==> config.mk <==
export PLATFORM = sky130hd
export DESIGN_NAME = pipe_stage_buf
export DESIGN_NICKNAME = d
export VERILOG_FILES = /design/src/rtl/pipe_pkg.sv /design/src/rtl/pipe_sat_counter.sv /design/src/rtl/pipe_stage_buf.sv
export SDC_FILE = /design/constraint.sdc
export NUM_CORES = 1
export LEC_CHECK = 0
export ABC_AREA = 0
export ABC_CLOCK_PERIOD_IN_PS = 1500
export BUFFER_PORTS_ARGS = -buffer_cell sky130_fd_sc_hd__buf_2
export CORE_ASPECT_RATIO = 0.5
export CORE_MARGIN = 2
export CORE_UTILIZATION = 33
export DETAILED_ROUTE_END_ITERATION = 10
export PLACE_DENSITY = 0.54
export REMOVE_ABC_BUFFERS = 1
export SKIP_LAST_GASP = 1
export SYNTH_ARGS = -nofsm -noshare
export SYNTH_HDL_FRONTEND = slang
export SYNTH_SLANG_ARGS = --single-unit
==> constraint.sdc <==
create_clock -name clk -period 1.5 [get_ports clk]
set_input_delay 0.15 -clock clk [delete_from_list [all_inputs] [get_ports clk]]
set_output_delay 0.15 -clock clk [all_outputs]
set_load 0.05 [all_outputs]
==> src/rtl/pipe_pkg.sv <==
// Shared definitions for the pipeline stage registers.
//   stage_state_e : occupancy state of a pipe_stage_buf
//   NOP_INST      : addi x0,x0,0, used as the bubble instruction
//   *_t           : per-stage payload layouts
//   occ_of_state  : number of entries held in a given state
package pipe_pkg;

   typedef enum logic [1:0] {
      ST_EMPTY = 2'd0,
      ST_FULL  = 2'd1,
      ST_SKID  = 2'd2
   } stage_state_e;

   localparam logic [31:0] NOP_INST = 32'h0000_0013;

   typedef struct packed {
      logic [63:0] pc;
      logic [31:0] inst;
   } if_id_t;

   typedef struct packed {
      logic [63:0] pc;
      logic [63:0] rs1_val;
      logic [63:0] rs2_val;
      logic [31:0] inst;
   } id_ex_t;

   function automatic logic [1:0] occ_of_state(input stage_state_e st);
      logic [1:0] occ;
      occ = 2'd0;
      case (st)
         ST_FULL: occ = 2'd1;
         ST_SKID: occ = 2'd2;
         default: occ = 2'd0;
      endcase
      return occ;
   endfunction

endpackage

==> src/rtl/pipe_sat_counter.sv <==
// Saturating up-counter with synchronous active-high clear.
//   clk   : clock
//   rst   : synchronous clear
//   inc_i : count this cycle
//   cnt_o : current count, sticks at all-ones
module pipe_sat_counter #(
   parameter int WIDTH = 32
) (
   input  logic             clk,
   input  logic             rst,
   input  logic             inc_i,
   output logic [WIDTH-1:0] cnt_o
);

   logic [WIDTH-1:0] cnt_q;
   logic [WIDTH-1:0] cnt_d;

   always_comb begin
      cnt_d = cnt_q;
      if (inc_i && (cnt_q != {WIDTH{1'b1}})) begin
         cnt_d = cnt_q + 1'b1;
      end
   end

   always_ff @(posedge clk) begin
      if (rst) begin
         cnt_q <= '0;
      end else begin
         cnt_q <= cnt_d;
      end
   end

   assign cnt_o = cnt_q;

endmodule

==> src/rtl/pipe_stage_buf.sv <==
// Pipeline stage register with valid/ready handshake, 2-entry skid buffer
// and synchronous flush. in_ready is registered, so there is no
// combinational path from out_ready to in_ready.
// Optional macro PIPE_STAGE_PERF_CNT_EN adds stall_cnt / flush_cnt.
//   clk, rst            : clock, synchronous active-high reset
//   in_valid/in_ready   : upstream handshake, in_data payload
//   out_valid/out_ready : downstream handshake, out_data payload
//                         (BUBBLE_VAL when nothing is held)
//   flush               : discard all held entries
//   occupancy           : entries held, 0..2
//
// state    | meaning
// ST_EMPTY | main invalid, skid invalid
// ST_FULL  | main valid,   skid invalid
// ST_SKID  | main valid,   skid valid, in_ready low
module pipe_stage_buf
   import pipe_pkg::*;
#(
   parameter int                    DATA_WIDTH = 96,
   parameter logic [DATA_WIDTH-1:0] BUBBLE_VAL = {{(DATA_WIDTH-32){1'b0}}, NOP_INST},
   parameter int                    CNT_WIDTH  = 32
) (
   input  logic                  clk,
   input  logic                  rst,
   input  logic                  in_valid,
   output logic                  in_ready,
   input  logic [DATA_WIDTH-1:0] in_data,
   output logic                  out_valid,
   input  logic                  out_ready,
   output logic [DATA_WIDTH-1:0] out_data,
   input  logic                  flush,
   output logic [1:0]            occupancy
`ifdef PIPE_STAGE_PERF_CNT_EN
   ,
   output logic [CNT_WIDTH-1:0]  stall_cnt,
   output logic [CNT_WIDTH-1:0]  flush_cnt
`endif
);

   stage_state_e          state_q, state_d;
   logic [DATA_WIDTH-1:0] main_q, main_d;
   logic [DATA_WIDTH-1:0] skid_q, skid_d;
   logic                  in_ready_q, in_ready_d;
   logic                  in_fire, out_fire;

   assign in_fire  = in_valid & in_ready_q;
   assign out_fire = out_valid & out_ready;

   always_comb begin
      state_d = state_q;
      main_d  = main_q;
      skid_d  = skid_q;
      case (state_q)
         ST_EMPTY: begin
            if (in_fire) begin
               state_d = ST_FULL;
               main_d  = in_data;
            end
         end
         ST_FULL: begin
            if (in_fire && out_fire) begin
               main_d = in_data;
            end else if (in_fire) begin
               state_d = ST_SKID;
               skid_d  = in_data;
            end else if (out_fire) begin
               state_d = ST_EMPTY;
            end
         end
         ST_SKID: begin
            if (out_fire) begin
               state_d = ST_FULL;
               main_d  = skid_q;
            end
         end
         default: state_d = ST_EMPTY;
      endcase
      // Flush wins: any same-cycle in_fire is dropped, any out_fire has
      // already completed downstream.
      if (flush) begin
         state_d = ST_EMPTY;
      end
      in_ready_d = (state_d != ST_SKID);
   end

   always_ff @(posedge clk) begin
      if (rst) begin
         state_q    <= ST_EMPTY;
         in_ready_q <= 1'b1;
         main_q     <= '0;
         skid_q     <= '0;
      end else begin
         state_q    <= state_d;
         in_ready_q <= in_ready_d;
         main_q     <= main_d;
         skid_q     <= skid_d;
      end
   end

   assign in_ready  = in_ready_q;
   assign out_valid = (state_q != ST_EMPTY);
   assign out_data  = out_valid ? main_q : BUBBLE_VAL;
   assign occupancy = occ_of_state(state_q);

`ifdef PIPE_STAGE_PERF_CNT_EN
   logic stall_inc, flush_inc;

   assign stall_inc = out_valid & ~out_ready;
   assign flush_inc = flush & (state_q != ST_EMPTY);

   pipe_sat_counter #(.WIDTH(CNT_WIDTH)) u_stall_cnt (
      .clk   (clk),
      .rst   (rst),
      .inc_i (stall_inc),
      .cnt_o (stall_cnt)
   );

   pipe_sat_counter #(.WIDTH(CNT_WIDTH)) u_flush_cnt (
      .clk   (clk),
      .rst   (rst),
      .inc_i (flush_inc),
      .cnt_o (flush_cnt)
   );
`else
   localparam int unused_cnt_width = CNT_WIDTH;
`endif

endmodule

==> key figures, run 1 <==
Route
  • Mean routed wirelength per cell: 19.1 um
  • DRT iter0 DRCs: 677
  • Via density: 5.20
  • Final WL: 34100 um
  • DR pass1 iterations: 5
  • DRC: 0
  • Via count: 9276
  • Detail Route Antenna Nets: 0

CTS
  • H-tree depth: 4
  • Clk slew on worst S/H paths: 0.07 ns
  • Worst-Skew Late Latency: 0.44 ns
  • Max clock buf depth: 2
  • CTS tree: built
  • Root Driver: clkbuf_16
  • TritonCTS Buffers: 17
  • Clock sinks: 195

Floorplan
  • Core area: 25000 um2
  • Die Wd: 229 um
  • Starting Density: 33.4%
  • IO Pins: 201
  • Die area: 26700 um2
  • FP Rows: 41
  • Die height: 117 um

Run status
  • Failing checks: setup timing
  • Run status: finished with violations

Setup path
  • Top delay family on crit path: compound AO/OA/AOI/OAI gates
  • Worst-path cell chain: or2_4 > buf_6 > o211ai_4 > buf_8 > buf_12 > nor2_1 > a311oi_1
  • Setup crit end kind: flip-flop
  • CP Max Fanout: 7
  • Req. time, crit path: 1.81 ns
  • CP Class: reg2reg
  • Reg2reg start: state_q[0]
  • Critical path arrival: 2.21 ns
  • R2R setup slack: -0.40 ns
  • CP Launch Type: flip-flop
  • Max stage delay on crit path: 0.35 ns
  • Crit Reg-Reg Endpoint: main_q[89]
  • R2r worst-path depth: 7
  • Slowest CP cell: a311oi_1
  • Crit path buffers/inverters: 3

STA
  • Max-slew headroom: 73.2%
  • RSZ-0062 raised after global routing: true
  • Final hold slack: 0.0649 ns
  • Tcrit/Tclk final: 127%
  • # setup viols final: 291
  • Post-Route Skew: 0.00975 ns
  • Final Worst Setup Slack: -0.400 ns
  • Tightest Pin Transition: 0.400 ns
  • Post-layout min period: 1.90 ns
  • Hold Vio Cnt, Final: 0
  • Max-slew violations: 0
  • Fmax: 0.526 GHz

Synth
  • Adder-Cell Fraction of Synth Area: 0%
  • Register area share after synthesis: 46.7%
  • Synth Area in Simple Gates: 29.7%
  • Synthesized flop and latch total: 195
  • Netlist cell types: 24
  • Largest family of logic cells by synthesized area: simple AND/OR/NAND/NOR gates
  • Cell count after synthesis: 1078
  • Syn avg cell area: 7.75 um2
  • Post-synthesis compound-gate area fraction: 18.3%
  • Yosys warning count: 0
  • Cell area after synthesis: 8360 um2
  • Mux cell area share after synthesis: 0%
  • XOR/XNOR Fraction of Synth Area: 0.105%

Hold path
  • Hold worst-path end: skid_q[89]
  • Worst Hold Depth: 2
  • Worst Hold Class: in2reg
  • Hold Crit Start: rst

Pwr
  • Tot Pwr: 12.8 mW
  • PwrDens: 839 nW/um2
  • LEAKAGE: 6.23 nW
  • Max VDD drop: 785 uV

Layout
  • Fraction of layout cells with a size suffix above 1: 45.1%
  • Layout fillers: 2009
  • # diodes: 0
  • P&R area growth vs syn: 82.2%
  • Finished Cell Area: 15200 um2
  • Post-layout net count: 1530

Global route
  • Initial antenna violation count: 2
  • Overall routing resource usage: 20.9%
  • First-pass GRT wire length: 44200 um
  • Remaining Overflow, GRT: 0
  • Vias in the first global route: 8320
  • Largest net degree at the start of global routing: 58

Place
  • PortBufs: 200
  • DP Area: 10100 um2
  • DP Wirelength: 16200 um
  • Routability congestion estimate from global placement: 0.746

Job
  • Max Cap Viol: 0
-- metrics by stage --
stage / std cells / util [%] / worst slack, ns / setup TNS, ns
6_report: 1784 / 60.8 / -0.400 / -65.58
5_1_grt: 1784 / 60.8 / -0.447 / -80.78
4_1_cts: 1744 / 52.9 / -0.333 / -59.12
3_5_place_dp: 1574 / 40.5 / -0.166 / -20.57
3_3_place_gp: 1574 / 40.5 / -0.0937 / -15.37
2_1_floorplan: 982 / - / -4.92 / -798.91
-- worst max path at each step --
stage                   endpoint  slack (ns)  cells after the start  startpoint
floorplan             main_q[22]       -4.92                      3  state_q[0]
global placement      main_q[94]       -0.09                      6  state_q[0]
detailed placement    main_q[63]       -0.17                      6  state_q[0]
CTS                 out_data[59]       -0.33                      5  state_q[1]
global route          main_q[89]       -0.45                      7  state_q[0]
finish                main_q[89]       -0.40                      7  state_q[0]
-- cells in the final DEF (no fill, tap or decap), types with 29 or more instances in the layout --
master / n
a21oi_1: 37
a21oi_2: 59
a311oi_1: 38
a311oi_2: 58
and2_1: 62
and2_4: 31
buf_12: 42
buf_2: 100
buf_6: 113
clkbuf_16: 39
dfxtp_1: 192
dlygate4sd3_1: 97
nand2_1: 291
nand2_4: 73
nor2_1: 58
nor2_4: 29
-- state kept, by name (all words and copies together) (netlist names) --
register / count
state_q: 2
main_q: 96
in_ready: 1
skid_q: 96
-- cells in the mapped netlist --
cell type,number,area (um2)
nor3b_1,1,7.51
a21oi_1,96,480
inv_1,2,7.51
buf_2,26,130
and2_1,93,582
or2_1,1,6.26
xnor2_1,1,8.76
dfxtp_1,195,3900
o21ai_0,2,10.0
inv_2,1,3.75
clkbuf_1,61,229
nand2b_1,6,37.5
nor3_2,1,10.0
nand3b_1,1,7.51
buf_4,8,60.1
nor2_1,96,360
a311oi_1,66,578
nand4b_1,1,8.76
or3_1,1,6.26
nor3_1,1,5.00
nand2_1,386,1450
buf_1,1,3.75
o211ai_2,1,12.5
a311oi_2,30,450
-- kinds of logic after synthesis --
logic type,after synthesis
xor gates and xnor gates,1
AOI/OAI and AO/OA,195
DFF,195
and+or+nand+nor,588
buffers and inverters,99
-- final cells by class --
type                            count  area [um2]  share of cell area, %
Clock buffer                       25         485                   3.19
Inverter                            3        26.3                  0.173
Multi-Input combinational cell    786        5410                   35.5
Clock inverter                      5        52.6                  0.345
Tap cell                          344         430                   2.83
Timing Repair Buffer              426        4910                   32.3
Sequential cell                   195        3910                   25.7
-- per-layer routing --
| layer | up-vias | wire length [um] | GRT usage, % |
|---|---|---|---|
| met5 | - | 13 | 0 |
| met3 | 85 | 1630 | 4.05 |
| li1 | 4305 | - | - |
| met1 | 4578 | 14900 | 27.0 |
| met2 | 306 | 16500 | 35.3 |
| met4 | 2 | 1030 | 7.71 |
-- what timing repair did --
item                       in CTS  in global routing
hold buffers                   97                  0
setup endpoints to repair     290                291
pin swaps                      17                169
setup buffers                  23                 23
cloned                         20                 30
resized for setup             258                392
hold endpoints to repair      160                  0
-- power by group --
group / internal [mW] / total (mW) / switching, mW
clock network: 2.40 / 4.39 / 1.99
registers: 5.45 / 5.63 / 0.180
logic: 1.37 / 2.77 / 1.39
total: 9.22 / 12.8 / 3.56
(Power assumes the default switching activity.)
==> run 2: changes to the inputs <==
Settings changed: CORE_ASPECT_RATIO 0.5 to 2.
==> run 2 against run 1 <==
Against the previous run: the run still ends with setup timing left; via count shrank 9.2%; sequential share of layout area grew 4.8 points; combinational power shrank 23%; design area shrank 16%; maximum frequency grew 4.9%; clock skew grew 0.0011 ns; non-clock buffer count shrank 52; clock-buffer cell count shrank 5; die area is essentially flat; flip-flop and latch count is the same; worst setup slack gained 0.088 ns.
==> key figures, run 2 (same netlist as run 1, synthesis figures left out) <==
Layout
  • Non-Filler Instances: 1725
  • Layout Utilization: 51.4%
  • P&R area growth vs syn: 53.3%
  • Fraction of layout cells with a size suffix above 1: 27.8%
  • Post-layout net count: 1476
  • Largest regs: main_q x96, skid_q x96, state_q x2
  • Most common cell after layout, fill and taps aside: nand2_1
  • Layout fillers: 2357
  • Commonest non-fill, non-tap cells in the layout: 386 x nand2_1, 194 x dfxtp_1, 101 x buf_2

Global route
  • Initial antenna violation count: 1
  • Overall routing resource usage: 20.2%
  • Vias in the first global route: 7848
  • Largest net degree at the start of global routing: 54
  • Remaining Overflow, GRT: 0
  • First-pass GRT wire length: 41300 um

Place
  • Dpl cells: 1563
  • Routability congestion estimate from global placement: 0.738
  • PortBufs: 200
  • DP Wirelength: 15600 um
  • Place WS: -0.196 ns

Pwr
  • Max VDD drop: 753 uV
  • LEAKAGE: 5.23 nW
  • Psw: 3.34 mW
  • Combinational power share: 17.3%
  • Pint: 9.03 mW
  • PwrDens: 966 nW/um2
  • Sw frac: 27.0%
  • Sequential power share: 45.2%
  • Clock group share of total power: 37.5%

STA
  • Post-layout min period: 1.81 ns
  • RSZ-0062 raised after global routing: true
  • Hold Vio Cnt, Final: 0
  • Max-slew violations: 0
  • # setup viols final: 288
  • Post-Route Skew: 0.0108 ns
  • Tightest Pin Transition: 0.360 ns
  • Fmax: 0.552 GHz
  • Final hold slack: 0.0524 ns
  • Final Worst Setup Slack: -0.312 ns
  • Tcrit/Tclk final: 121%
  • Max-slew headroom: 76.0%

Route
  • Top routing layer in use: met4
  • Detail Route Antenna Nets: 0
  • Met1 wire length: 10500 um
  • DR pass1 iterations: 5
  • Met2 Wirelength: 15400 um
  • Final WL: 27900 um
  • Via count: 8419
  • DRC: 0
  • Routed wl met3: 1130 um
  • DRT iter0 DRCs: 486
  • Via density: 4.88
  • Mean routed wirelength per cell: 16.2 um

CTS
  • Clock sinks: 195
  • Max clock buf depth: 2
  • CTS tree: built
  • Clk slew on worst S/H paths: 0.07 ns
  • Root Driver: clkbuf_16
  • H-tree depth: 4
  • TritonCTS Buffers: 17
  • Worst-Skew Late Latency: 0.45 ns

Hold path
  • Worst Hold Class: in2reg
  • Hold Crit Start: out_ready

Setup path
  • Req. time, crit path: 1.35 ns
  • CP Max Fanout: 53
  • Setup crit end kind: output pin
  • Critical path arrival: 1.66 ns
  • Reg2reg start: state_q[0]
  • CP Launch Type: flip-flop
  • CP Class: reg2out
  • Worst Setup SP: state_q[0]

Floorplan
  • Die area: 26700 um2
  • Die height: 229 um
  • Starting Density: 33.5%
  • IO Pins: 201
  • Core area: 24900 um2
  • FP Rows: 82
  • Die Wd: 117 um

Job
  • Max Cap Viol: 0

Run status
  • Failing checks: setup timing
  • Run status: finished with violations
[run 2: cell count changes in the layout (fill, tap and decap cells not counted), sizes merged, moves of 2 or more]
cell	before	now
clkinv	4	7
clkbuf	47	28
or3	3	1
bufbuf	0	2
inv	2	4
buf	307	267
[run 2: routing by layer]
| metal | GRT usage [%] | vias to the layer above |
|---|---|---|
| met1 | 22.1 | 3977 |
| met4 | 7.90 | 0 |
| met3 | 4.08 | 43 |
| met5 | 0 | - |
| met2 | 37.2 | 232 |
| li1 | - | 4167 |
[run 2: cell type report]
class | count | area [um2] | share of cell area [%]
diodes | 1 | 2.50 | 0.0195
clock buffers | 20 | 457 | 3.56
clock inverters | 12 | 130 | 1.02
inverters | 3 | 16.3 | 0.127
multi-input cells | 784 | 4250 | 33.1
flip-flops and latches | 195 | 3910 | 30.5
well taps | 336 | 420 | 3.28
repair buffers | 374 | 3640 | 28.4
[run 2: metrics by stage]
stage	area (um2)	total power, mW	setup TNS [ns]
finish	12800	12.4	-51.37
floorplan	7940	6.57	-798.91
global placement	10000	7.18	-19.54
CTS	12100	12.3	-64.52
detailed placement	10000	7.21	-20.85
global route	12800	12.9	-69.17
[run 2: final timing paths]
kind	to	slack (ns)	cells past startpoint
max reg2reg	main_q[88]	-0.29	7
min	in_ready	0.05	3
min reg2reg	skid_q[61]	0.45	2
max	out_data[27]	-0.31	4
[run 2: timing repair]
item | 4_1_cts | 5_1_grt
hold endpoints to repair | 190 | 0
endpoints found under the setup margin | 291 | 291
pin swaps | 5 | 38
cloned | 8 | 8
hold buffers | 97 | 0
gates resized for setup | 102 | 163
setup buffers | 6 | 14
[run 2: power groups by stage]
stage               Combinational (mW)  Sequential [mW]  Clock (mW)
floorplan                        0.922             5.65           0
global placement                  1.48             5.69           0
detailed placement                1.51             5.70           0
CTS                               1.90             5.58        4.79
global route                      2.30             5.62        4.95
finish                            2.14             5.59        4.64
[run 2: critical path, stage by stage (launching register included)]
cell and delay [ns]:
dfxtp_2 0.33, or2_4 0.28, buf_12 0.18, and2_1 0.21, buf_4 0.19
